**src/rtl/nibble_serial_subtractor_pkg.sv**
```systemverilog
// Shared types and constants for the nibble-serial subtractor.
package sub_pkg;

   localparam int NIBBLE = 4;

   typedef enum logic [1:0] {
      IDLE,
      RUN,
      DONE
   } sub_state_t;

endpackage

```
**src/rtl/nibble_serial_subtractor_slice.sv**
```systemverilog
// Combinational 4-bit carry-lookahead slice: every carry is derived directly from
// generate/propagate terms and cin, with no ripple between bit positions.
module cla_nibble_slice
   import sub_pkg::*;
(
   input  logic [NIBBLE-1:0] a,
   input  logic [NIBBLE-1:0] b,
   input  logic              cin,
   output logic [NIBBLE-1:0] sum,
   output logic              cout
);

   logic [NIBBLE-1:0] g;
   logic [NIBBLE-1:0] p;
   logic [NIBBLE:0]   c;

   assign g = a & b;
   assign p = a ^ b;

   assign c[0] = cin;
   assign c[1] = g[0] | (p[0] & cin);
   assign c[2] = g[1] | (p[1] & g[0]) | (p[1] & p[0] & cin);
   assign c[3] = g[2] | (p[2] & g[1]) | (p[2] & p[1] & g[0])
               | (p[2] & p[1] & p[0] & cin);
   assign c[4] = g[3] | (p[3] & g[2]) | (p[3] & p[2] & g[1])
               | (p[3] & p[2] & p[1] & g[0]) | (p[3] & p[2] & p[1] & p[0] & cin);

   assign sum  = p ^ c[NIBBLE-1:0];
   assign cout = c[NIBBLE];

endmodule

```
**src/rtl/nibble_serial_subtractor.sv**
```systemverilog
// Multi-cycle subtractor: diff = a - b - bin, evaluated as a + ~b + ~bin one nibble
// per clock through a single CLA slice, with valid/ready handshakes on both sides.
module nibble_serial_subtractor
   import sub_pkg::*;
#(
   parameter int WIDTH = 16
) (
   input  logic             clk,
   input  logic             rst,
   input  logic             in_valid,
   output logic             in_ready,
   input  logic [WIDTH-1:0] a,
   input  logic [WIDTH-1:0] b,
   input  logic             bin,
   output logic             out_valid,
   input  logic             out_ready,
   output logic [WIDTH-1:0] diff,
   output logic             bout,
   output logic             ovf
);

   localparam int N  = WIDTH / NIBBLE;
   localparam int KW = (N > 1) ? $clog2(N) : 1;
   localparam logic [KW-1:0] K_LAST = KW'(N - 1);

   sub_state_t       state_reg, state_next;
   logic [KW-1:0]    k_reg, k_next;
   logic [WIDTH-1:0] a_reg, a_next;
   logic [WIDTH-1:0] b_reg, b_next;
   logic             carry_reg, carry_next;
   logic [WIDTH-1:0] diff_reg, diff_next;
   logic             bout_reg, bout_next;
   logic             ovf_reg, ovf_next;

   logic [NIBBLE-1:0] a_nib [N];
   logic [NIBBLE-1:0] nb_nib [N];
   logic [NIBBLE-1:0] slice_a, slice_b, slice_sum;
   logic              slice_cout;

   // Split the operands into nibbles; the subtrahend is inverted here once.
   for (genvar gi = 0; gi < N; gi++) begin : g_nib
      assign a_nib[gi]  = a_reg[gi*NIBBLE +: NIBBLE];
      assign nb_nib[gi] = ~b_reg[gi*NIBBLE +: NIBBLE];
   end

   always_comb begin
      slice_a = '0;
      slice_b = '0;
      for (int i = 0; i < N; i++) begin
         if (k_reg == KW'(i)) begin
            slice_a = a_nib[i];
            slice_b = nb_nib[i];
         end
      end
   end

   cla_nibble_slice u_slice (
      .a    (slice_a),
      .b    (slice_b),
      .cin  (carry_reg),
      .sum  (slice_sum),
      .cout (slice_cout)
   );

   always_ff @(posedge clk) begin
      if (rst) begin
         state_reg <= IDLE;
         k_reg     <= '0;
         a_reg     <= '0;
         b_reg     <= '0;
         carry_reg <= 1'b0;
         diff_reg  <= '0;
         bout_reg  <= 1'b0;
         ovf_reg   <= 1'b0;
      end else begin
         state_reg <= state_next;
         k_reg     <= k_next;
         a_reg     <= a_next;
         b_reg     <= b_next;
         carry_reg <= carry_next;
         diff_reg  <= diff_next;
         bout_reg  <= bout_next;
         ovf_reg   <= ovf_next;
      end
   end

   always_comb begin
      state_next = state_reg;
      k_next     = k_reg;
      a_next     = a_reg;
      b_next     = b_reg;
      carry_next = carry_reg;
      diff_next  = diff_reg;
      bout_next  = bout_reg;
      ovf_next   = ovf_reg;
      case (state_reg)
         IDLE: begin
            if (in_valid) begin
               a_next     = a;
               b_next     = b;
               carry_next = ~bin;
               k_next     = '0;
               state_next = RUN;
            end
         end
         RUN: begin
            for (int i = 0; i < N; i++) begin
               if (k_reg == KW'(i)) begin
                  diff_next[i*NIBBLE +: NIBBLE] = slice_sum;
               end
            end
            carry_next = slice_cout;
            k_next     = k_reg + 1'b1;
            // Last nibble: the final carry is the inverted borrow, and signed
            // overflow compares the result sign against the minuend sign.
            if (k_reg == K_LAST) begin
               state_next = DONE;
               k_next     = '0;
               bout_next  = ~slice_cout;
               ovf_next   = (a_reg[WIDTH-1] != b_reg[WIDTH-1])
                          & (slice_sum[NIBBLE-1] != a_reg[WIDTH-1]);
            end
         end
         DONE: begin
            if (out_ready) begin
               state_next = IDLE;
            end
         end
         default: state_next = IDLE;
      endcase
   end

   always_comb begin
      in_ready  = (state_reg == IDLE);
      out_valid = (state_reg == DONE);
   end

   assign diff = diff_reg;
   assign bout = bout_reg;
   assign ovf  = ovf_reg;

endmodule
```
**config.mk**
```make
export PLATFORM = sky130hd
export DESIGN_NAME = nibble_serial_subtractor
export DESIGN_NICKNAME = d
export VERILOG_FILES = /design/src/rtl/nibble_serial_subtractor_pkg.sv /design/src/rtl/nibble_serial_subtractor_slice.sv /design/src/rtl/nibble_serial_subtractor.sv
export SDC_FILE = /design/constraint.sdc
export NUM_CORES = 1
export LEC_CHECK = 0
export ABC_CLOCK_PERIOD_IN_PS = 7500
export CAP_MARGIN = 20
export CORE_AREA = 4 4 84 86
export DETAILED_ROUTE_END_ITERATION = 7
export DIE_AREA = 0 0 88 90
export HOLD_SLACK_MARGIN = 0.02
export PLACE_DENSITY = 0.67
export SLEW_MARGIN = 30
export SYNTH_ARGS = -nofsm -noshare
export SYNTH_HDL_FRONTEND = slang
export SYNTH_SLANG_ARGS = --single-unit
export TNS_END_PERCENT = 100
```
**constraint.sdc**
```tcl
create_clock -name clk -period 7.5 [get_ports clk]
set_clock_uncertainty 0.1 [all_clocks]
set_input_delay 1.5 -clock clk [delete_from_list [all_inputs] [get_ports clk]]
set_output_delay 1.5 -clock clk [all_outputs]
set_load 0.005 [all_outputs]
```
Word-level counts from Yosys, hierarchy flattened:

Index checks and enable logic that the tools add are counted.

* bitwise gates (word level): 36
* add/subtract/negate cells: 1
* muxes and demuxes: 17
* reduce and logical (&&, ||, !) cells: 10
* equal/unequal tests: 10

Operators with widths (count)
* 4-bit 2-to-1 mux: 8
* 1-bit bitwise AND: 17
* 4-bit NOT: 4
* 2-bit AND reduction: 6
* 2-bit 2-to-1 mux: 5
* 1-bit bitwise OR: 10
* 4-bit bitwise XOR: 2
* 2-bit equality test, second input constant: 3
* 2-bit one-hot mux with 3 select lines: 1
* 4-bit bitwise AND: 1
* 2-bit by 1-bit equality test with 1-bit output, second input constant: 2
* 2-bit logical NOT: 2
* 2-bit != test, second input constant: 2
* 2-bit one-hot mux with 2 select lines: 1
* 3-bit AND reduction: 1
* 2-bit by 1-bit adder with 2-bit output, second input constant: 1
* 1-bit != test: 2
* 2-bit by 1-bit != test with 1-bit output, second input constant: 1
* 1-bit NOT: 2
* 1-bit one-hot mux with 2 select lines: 1
* 2-bit nonzero test: 1
* 1-bit 2-to-1 mux: 1

* flip-flop bits (word level): 55
* output and inout bits: 20
* bits of input ports: 37
* logic and storage cells: 85

Longest topological paths before layout:

Gate-level depths: netlist (run 1).

* depth after elaboration: 13
* depth in mapped cells: 12
* gate-level depth less buffers: 11

Hierarchy:

Synthesis (run 1) repeated with hierarchy kept, for this count alone.

* cell total of the unflattened synthesis: 312
* area total of the unflattened synthesis: 2512.4 um2

Modules (own cells, without submodules)
* nibble_serial_subtractor: area each 2364.8 um2, times used 1, cells each 295, seq. area each 1101.1 um2
* cla_nibble_slice: area each 147.6 um2, times used 1, cells each 17, seq. area each 0.0 um2

Worst setup path before layout (run 1):

No wires, ideal clock.

* kind: register to register
* start: register k_reg[0]
* end: register ovf_reg (netlist: ovf)
* buffers on the path: 2
* stages on the path, launching flop included: 12
* data required time: 7.309 ns
* library setup time: 0.091 ns
* slack: 4.417 ns
* data arrival time: 2.892 ns
* period minus slack after synthesis: 3.083 ns
* cell sequence: dfxtp_1 -> inv_1 -> ha_1 -> clkbuf_1 -> clkbuf_1 -> a21oi_1 -> o21ai_0 -> ha_1 -> a211o_1 -> a211o_1 -> a311o_1 -> a311oi_1

* longest elaborated chain between the ends: 13
* elaborated cells on any way between the ends: 26
* those cells by class: eq/ne (4); mux (8); bitwise (12); reduce/logical (2)

RTL lines
* start: declaration: RTL line nibble_serial_subtractor.sv:27 `logic [KW-1:0] k_reg, k_next;`
* start signal: assignment: RTL line nibble_serial_subtractor.sv:77 `k_reg <= k_next;`
* 2-bit logical NOT: RTL line nibble_serial_subtractor.sv:50 `if (k_reg == KW'(i)) begin`
* 4-bit 2-to-1 mux (4 in a row): RTL line nibble_serial_subtractor.sv:50
* 4-bit bitwise XOR or 4-bit bitwise AND (tied branches): RTL line nibble_serial_subtractor_slice.sv:18, nibble_serial_subtractor_slice.sv:17
* 1-bit bitwise AND, on equally long branches: RTL line nibble_serial_subtractor_slice.sv:23, nibble_serial_subtractor_slice.sv:24
* 1-bit bitwise OR, or another cell as far along: RTL line nibble_serial_subtractor_slice.sv:23 `assign c[3] = g[2] | (p[2] & g[1]) | (p[2] & p[1] & g[0])`
* 1-bit bitwise OR or 1-bit bitwise AND (tied branches): RTL line nibble_serial_subtractor_slice.sv:23, nibble_serial_subtractor_slice.sv:24
* 1-bit bitwise OR: RTL line nibble_serial_subtractor_slice.sv:24 `| (p[2] & p[1] & p[0] & cin);`
* 4-bit bitwise XOR: RTL line nibble_serial_subtractor_slice.sv:28 `assign sum = p ^ c[NIBBLE-1:0];`
* 1-bit != test: RTL line nibble_serial_subtractor.sv:121 `& (slice_sum[NIBBLE-1] != a_reg[WIDTH-1]);`
* 1-bit bitwise AND: RTL line nibble_serial_subtractor.sv:121
* end signal: assignment: RTL line nibble_serial_subtractor.sv:83 `ovf_reg <= ovf_next;`
* end: declaration: RTL line nibble_serial_subtractor.sv:33 `logic ovf_reg, ovf_next;`

Parallel ways exist; a longest one is shown, timed or not.
A chain may end at the register's enable or synchronous reset.

Worst setup path after layout (run 1):

* start: register k_reg[1]
* end: register ovf_reg (netlist: ovf)

Same word-level chain as after synthesis.

==> results of run 1 <==
-- area by class of cell --
cell class | instances | area share, %
Multi-Input combinational cell | 240 | 39.86
Tap cell | 77 | 3.045
Sequential cell | 55 | 34.80
Clock buffer | 6 | 2.610
Clock inverter | 2 | 1.107
Timing Repair Buffer | 57 | 17.87
Inverter | 6 | 0.7117
-- logic make-up after synthesis --
group           Yosys count  synth area share [%]
simple gates            146                 26.39
compound gates           84                 19.41
flops                    55                 44.83
buf+inv                  24                 4.126
fa+ha+maj                 9                 4.891
xor+xnor                  1                0.3567
-- path summary, 6_finish.rpt --
path              depth (start not counted)  slack [ns]  endpoint  startpoint
hold / removal                            2        0.36   diff[8]     diff[8]
setup reg to reg                         11        4.09       ovf    k_reg[1]
setup / recovery                         11        4.09       ovf    k_reg[1]
hold reg to reg                           2        0.36   diff[8]     diff[8]
-- Yosys cell counts --
cell type | instances | area, um^2
nand2b_4 | 1 | 13.76
a21o_2 | 1 | 8.760
a311o_1 | 1 | 10.01
clkbuf_1 | 16 | 60.06
nand3_1 | 5 | 25.02
dfxtp_1 | 55 | 1101
ha_1 | 8 | 100.1
clkbuf_8 | 1 | 13.76
and2b_1 | 1 | 7.510
a2bb2oi_1 | 1 | 8.760
nand4_1 | 6 | 37.54
nor3_1 | 1 | 5.000
and2_1 | 3 | 18.77
nor3b_1 | 5 | 37.54
xnor2_1 | 1 | 8.760
a211o_1 | 2 | 17.52
fa_1 | 1 | 20.02
o21a_2 | 1 | 8.760
a211oi_1 | 4 | 30.03
o311ai_0 | 4 | 35.03
nand4b_1 | 1 | 8.760
nand3b_1 | 4 | 30.03
nor2b_1 | 6 | 37.54
inv_1 | 6 | 22.52
o21ai_0 | 9 | 45.04
nor2_1 | 10 | 37.54
a21oi_1 | 59 | 295.3
a31o_2 | 1 | 8.760
nand2_1 | 102 | 382.9
buf_2 | 1 | 5.000
a311oi_1 | 1 | 8.760
nand2b_1 | 1 | 6.260
-- where the power goes --
group / leakage [nW] / internal [mW] / switching [mW]
sequential: 0.450 / 0.308 / 0.0102
clock: 0.0612 / 0.108 / 0.0931
combinational: 0.615 / 0.0597 / 0.0666
-- routing by layer --
metal | vias to the layer above | global-route usage (%) | share of wire [%] | wire length (um)
li1 | 1171 | - | - | -
met1 | 1021 | 20.14 | 47 | 2615
met2 | 56 | 22.93 | 46 | 2564
met3 | 6 | 3.199 | 5.7 | 316
met4 | 0 | 2.685 | 0.88 | 49
met5 | - | 0 | 0 | 0
-- worst max-delay path, delay by kind of cell (launching register included) --
kind	cells	cell delay (ns)
buf+inv	1	0.08
fa+ha+maj	2	0.68
simple gates	1	0.25
flops	1	0.39
compound gates	7	1.81
==> impl_metrics.tcl, run 1 <==
set metrics [dict create \
    status "finished, final reports clean" \
    syn_area_per_cell_um2 7.699 \
    vias 2254 \
    clkLatencyLatePin_ns 0.31 \
    cts_buffer_depth 2 \
    slowest_stage "dfxtp_1" \
    final_area_um2 3164 \
    post_drt_wl_per_cell_um 12.52 \
    slowest_delay_ns 0.39 \
    stdcell_count 443 \
    power_mw 0.6456 \
    fin_crit_ns 3.412 \
    whs_ns 0.3579 \
    multiInputGateArea_um2 1261 \
    viasPerCell 5.088 \
    final_cell_mix "nand2_1, a21oi_1, dfxtp_1, clkdlybuf4s50_1, nor2_1" \
    start_kind "flip-flop" \
    power_leakage_nw 1.126 \
    grt_max_degree 56 \
    dr.first_iter.drc_count 132 \
    ys_seq_area_share_pct 44.83 \
    cap_violations 0 \
    slew_headroom_pct 57.71 \
    port_buffers 56 \
    syn_inst 319 \
    grt_first_pass_wirelength_mm 9.459 \
    cts_tree "built" \
    die_h_um 90 \
    cts_buffers 5 \
    postCtsSetupBuffers 0 \
    syn_to_final_growth_pct 28.83 \
    dp_hpwl_mm 4.057 \
    cp_max_fo 18 \
    powerDensity_nw_per_um2 204.0 \
    register_area_um2 1101 \
    ant_nets 0 \
    io_pins 57 \
    htree_num_levels 2 \
    final_common_cell "nand2_1" \
    gp_congestion 0.8305 \
    clk_pin_slew_ns 0.09 \
    antenna_found_initial 0 \
    die_w_um 88 \
    yosys_warnings 0 \
    syn-num-nets 365 \
    grt_pass1_vias 2048 \
    layout-drive-gt1-share_pct 4.372 \
    start_util_pct 39.13 \
    fin_nets 411 \
    max-vdd-ir-drop_uv 111.0 \
    grt_usage_pct 14.45 \
    wl_mm 5.546 \
    rows 29 \
    syn_area_um2 2456 \
    place_area_um2 3044 \
    worstPathRequired_ns 7.61 \
    drc 0 \
    rsz0062_at_grt "no" \
    setup_viol 0 \
    cp_cell_sequence "inv_1, ha_1, nand3b_1, a21oi_1, a21oi_1, o21ai_0, ha_1, a211o_1, a211o_1, a311o_1, a311oi_1" \
    cts_resized 0 \
    core_area_um2 6277 \
    finalCritPeriodShare_pct 45.49 \
    cts_hold_buf 0 \
    die_area_um2 7920 \
    utilization_pct 50.41 \
    finalHoldViolCount 0 \
    crit_type "reg2reg" \
    worstPathArrival_ns 3.53 \
    setup_ws_ns 4.088 \
    end_kind "flip-flop" \
    max_slew.worst_pin.slew_ns 0.6330 \
    pre_cts_slack_ns 4.111 \
    fillCellCount 650 \
    cts_sinks 55 \
    cts-root-buf "clkbuf_8" \
    fmax_mhz 293.1 \
    hp-class "reg2reg" \
    slew_viol_final 0 \
    synth.distinct_cells 32 \
    finalSetupTns_ns 0 \
    n_antenna_cell 0 \
    grt_overflow 0 \
    synth-seq-cells 55 \
    dp_cells 435 \
    dr.pass1.iters 4 \
]
(Power assumes the default switching activity.)
==> run 2, diff against run 1 <==
--- a/config.mk
+++ b/config.mk
@@ -5,13 +5,13 @@
 export SDC_FILE = /design/constraint.sdc
 export NUM_CORES = 1
 export LEC_CHECK = 0
-export ABC_CLOCK_PERIOD_IN_PS = 7500
+export ABC_CLOCK_PERIOD_IN_PS = 2700
 export CAP_MARGIN = 20
 export CORE_AREA = 4 4 84 86
 export DETAILED_ROUTE_END_ITERATION = 7
 export DIE_AREA = 0 0 88 90
 export HOLD_SLACK_MARGIN = 0.02
-export PLACE_DENSITY = 0.67
+export PLACE_DENSITY = 0.69
 export SLEW_MARGIN = 30
 export SYNTH_ARGS = -nofsm -noshare
 export SYNTH_HDL_FRONTEND = slang
==> constraint.sdc (replaced) <==
create_clock -name clk -period 2.7 [get_ports clk]
set_clock_uncertainty 0.1 [all_clocks]
set_input_delay 0.54 -clock clk [delete_from_list [all_inputs] [get_ports clk]]
set_output_delay 0.54 -clock clk [all_outputs]
set_load 0.005 [all_outputs]
==> run 2 against run 1 <==
The run now ends with negative setup slack left. Combinational power grew to 3.5 times the previous value. Core utilization increased by 4.4 points. First-iteration DRC count shrank 23%. Final cell count grew 7.0%. Register-to-register slack got worse by 4.2 ns. Fmax grew 23%. Routed wire length increased by 13%. Sequential share of layout area fell by 2.6 points. Setup slack got worse by 4.2 ns.
==> impl_metrics.tcl, run 2 (synthesis results as in run 1) <==
set metrics [dict create \
    max_slew.worst_pin.slew_ns 0.6643 \
    io_pins 57 \
    dp_hpwl_mm 4.825 \
    end_kind "flip-flop" \
    hp-class "reg2reg" \
    cts_tree "built" \
    finalCritPeriodShare_pct 102.6 \
    antenna_found_initial 0 \
    fin_crit_ns 2.771 \
    whs_ns 0.3590 \
    clk_pin_slew_ns 0.09 \
    final_common_cell "nand2_1" \
    cap_violations 0 \
    grt_first_pass_wirelength_mm 10.37 \
    hp-start "diff[14]" \
    htree_num_levels 2 \
    cp_num_buf_inv 2 \
    slowest_stage "dfxtp_4" \
    max-vdd-ir-drop_uv 260.0 \
    die_area_um2 7920 \
    drc 0 \
    worstPathArrival_ns 2.89 \
    setup_viol 1 \
    dr.first_iter.drc_count 101 \
    fin_nets 442 \
    final_cell_mix "nand2_1, a21oi_1, clkdlybuf4s50_1" \
    cp.depth 11 \
    whs_path_depth 2 \
    register_area_um2 1109 \
    cp_cell_sequence "inv_4, ha_4, buf_6, nor3b_2, o311ai_2, o21ai_1, ha_1, a211o_1, a211o_1, a311o_1, a311oi_1" \
    start_util_pct 39.13 \
    finalHoldViolCount 0 \
    start_kind "flip-flop" \
    grt_usage_pct 16.21 \
    worstPathRequired_ns 2.82 \
    fmax_mhz 360.9 \
    cts_buffers 5 \
    cp_max_fo 7 \
    cts_hold_buf 0 \
    crit_start "k_reg[1]" \
    viasPerCell 5.167 \
    slew_headroom_pct 55.62 \
    die_w_um 88 \
    cts_sinks 55 \
    crit_type "reg2reg" \
    powerDensity_nw_per_um2 512.8 \
    rsz0062_at_grt "yes" \
    die_h_um 90 \
    crit_top_cell "a211o_1" \
    cts_buffer_depth 2 \
    n_antenna_cell 0 \
    wl_mm 6.294 \
    multiInputGateArea_um2 1305 \
    grt_max_degree 33 \
    layout-drive-gt1-share_pct 14.11 \
    violations "negative setup slack" \
    r2r_cells 11 \
    slowest_delay_ns 0.37 \
    post_drt_wl_per_cell_um 13.28 \
    cp_top_family "compound AO/OA/AOI/OAI gates" \
    status "finished with violations" \
    syn_to_final_growth_pct 39.99 \
    ant_nets 0 \
    clkLatencyLatePin_ns 0.30 \
    rows 29 \
    dr.pass1.iters 4 \
    pre_cts_slack_ns -0.09550 \
    grt_overflow 0 \
    gp_congestion 0.8885 \
    setup_ws_ns -0.07090 \
    slew_viol_final 0 \
    fillCellCount 590 \
    grt_pass1_vias 2301 \
    vias 2449 \
    cts-root-buf "clkbuf_8" \
    reg2reg_from "k_reg[1]" \
    core_area_um2 6277 \
    power_leakage_nw 1.280 \
    port_buffers 56 \
]
[run 2: through the flow]
| step | util, % | area, um^2 | TNS, ns | cells | total power, mW |
|---|---|---|---|---|---|
| global placement | 51.80 | 3252 | -0.06026 | 457 | 1.307 |
| finish | 54.77 | 3438 | -0.07090 | 474 | 1.763 |
| floorplan | - | 2510 | -0.1183 | 319 | 1.133 |
| CTS | 54.04 | 3392 | -0.01064 | 470 | 1.772 |
| global route | 54.77 | 3438 | -0.2118 | 474 | 1.863 |
| detailed placement | 51.80 | 3252 | -0.09550 | 457 | 1.317 |
[run 2: worst min-delay path, cell delays in order (launching register included)]
cell and delay, ns:
dfxtp_1 0.32, nand2_1 0.05, a21oi_1 0.05
[run 2: metal layers]
metal  GRT usage, %  up-vias  routed length [um]
met5              0        -                   0
met4          7.161        0                 189
met3          3.199       16                 380
met2          26.70       69                3034
met1          20.12     1128                2690
li1               -     1236                   -
[run 2: final timing paths]
path	endpoint	slack (ns)
min	diff[14]	0.36
min reg2reg	diff[14]	0.36
max reg2reg	ovf	-0.07
max	ovf	-0.07
[run 2: cell type report]
cell class,count,share of cell area [%]
inverters,6,0.8006
clock buffers,7,2.220
well taps,77,2.802
repair buffers,88,23.84
multi-input cells,240,37.95
clock inverters,1,0.1456
flip-flops and latches,55,32.24
[run 2: what timing repair did]
action                     4_1_cts  5_1_grt
setup endpoints to repair        1        7
setup buffers                    5        4
gates resized for setup         12        6
pin swaps                       12        6
[run 2: power by group]
part           leakage [nW]  switching, mW  internal, mW
Combinational         0.787          0.212         0.234
Sequential            0.451         0.0323         0.855
Clock                0.0422          0.248         0.183
Total                  1.28          0.492          1.27
==> run 3, diff against run 2 <==
--- a/config.mk
+++ b/config.mk
@@ -6,7 +6,6 @@
 export NUM_CORES = 1
 export LEC_CHECK = 0
 export ABC_CLOCK_PERIOD_IN_PS = 2700
-export CAP_MARGIN = 20
 export CORE_AREA = 4 4 84 86
 export DETAILED_ROUTE_END_ITERATION = 7
 export DIE_AREA = 0 0 88 90
==> results of run 3 <==
Final layout, timing and power as in run 2 (identical DEF).
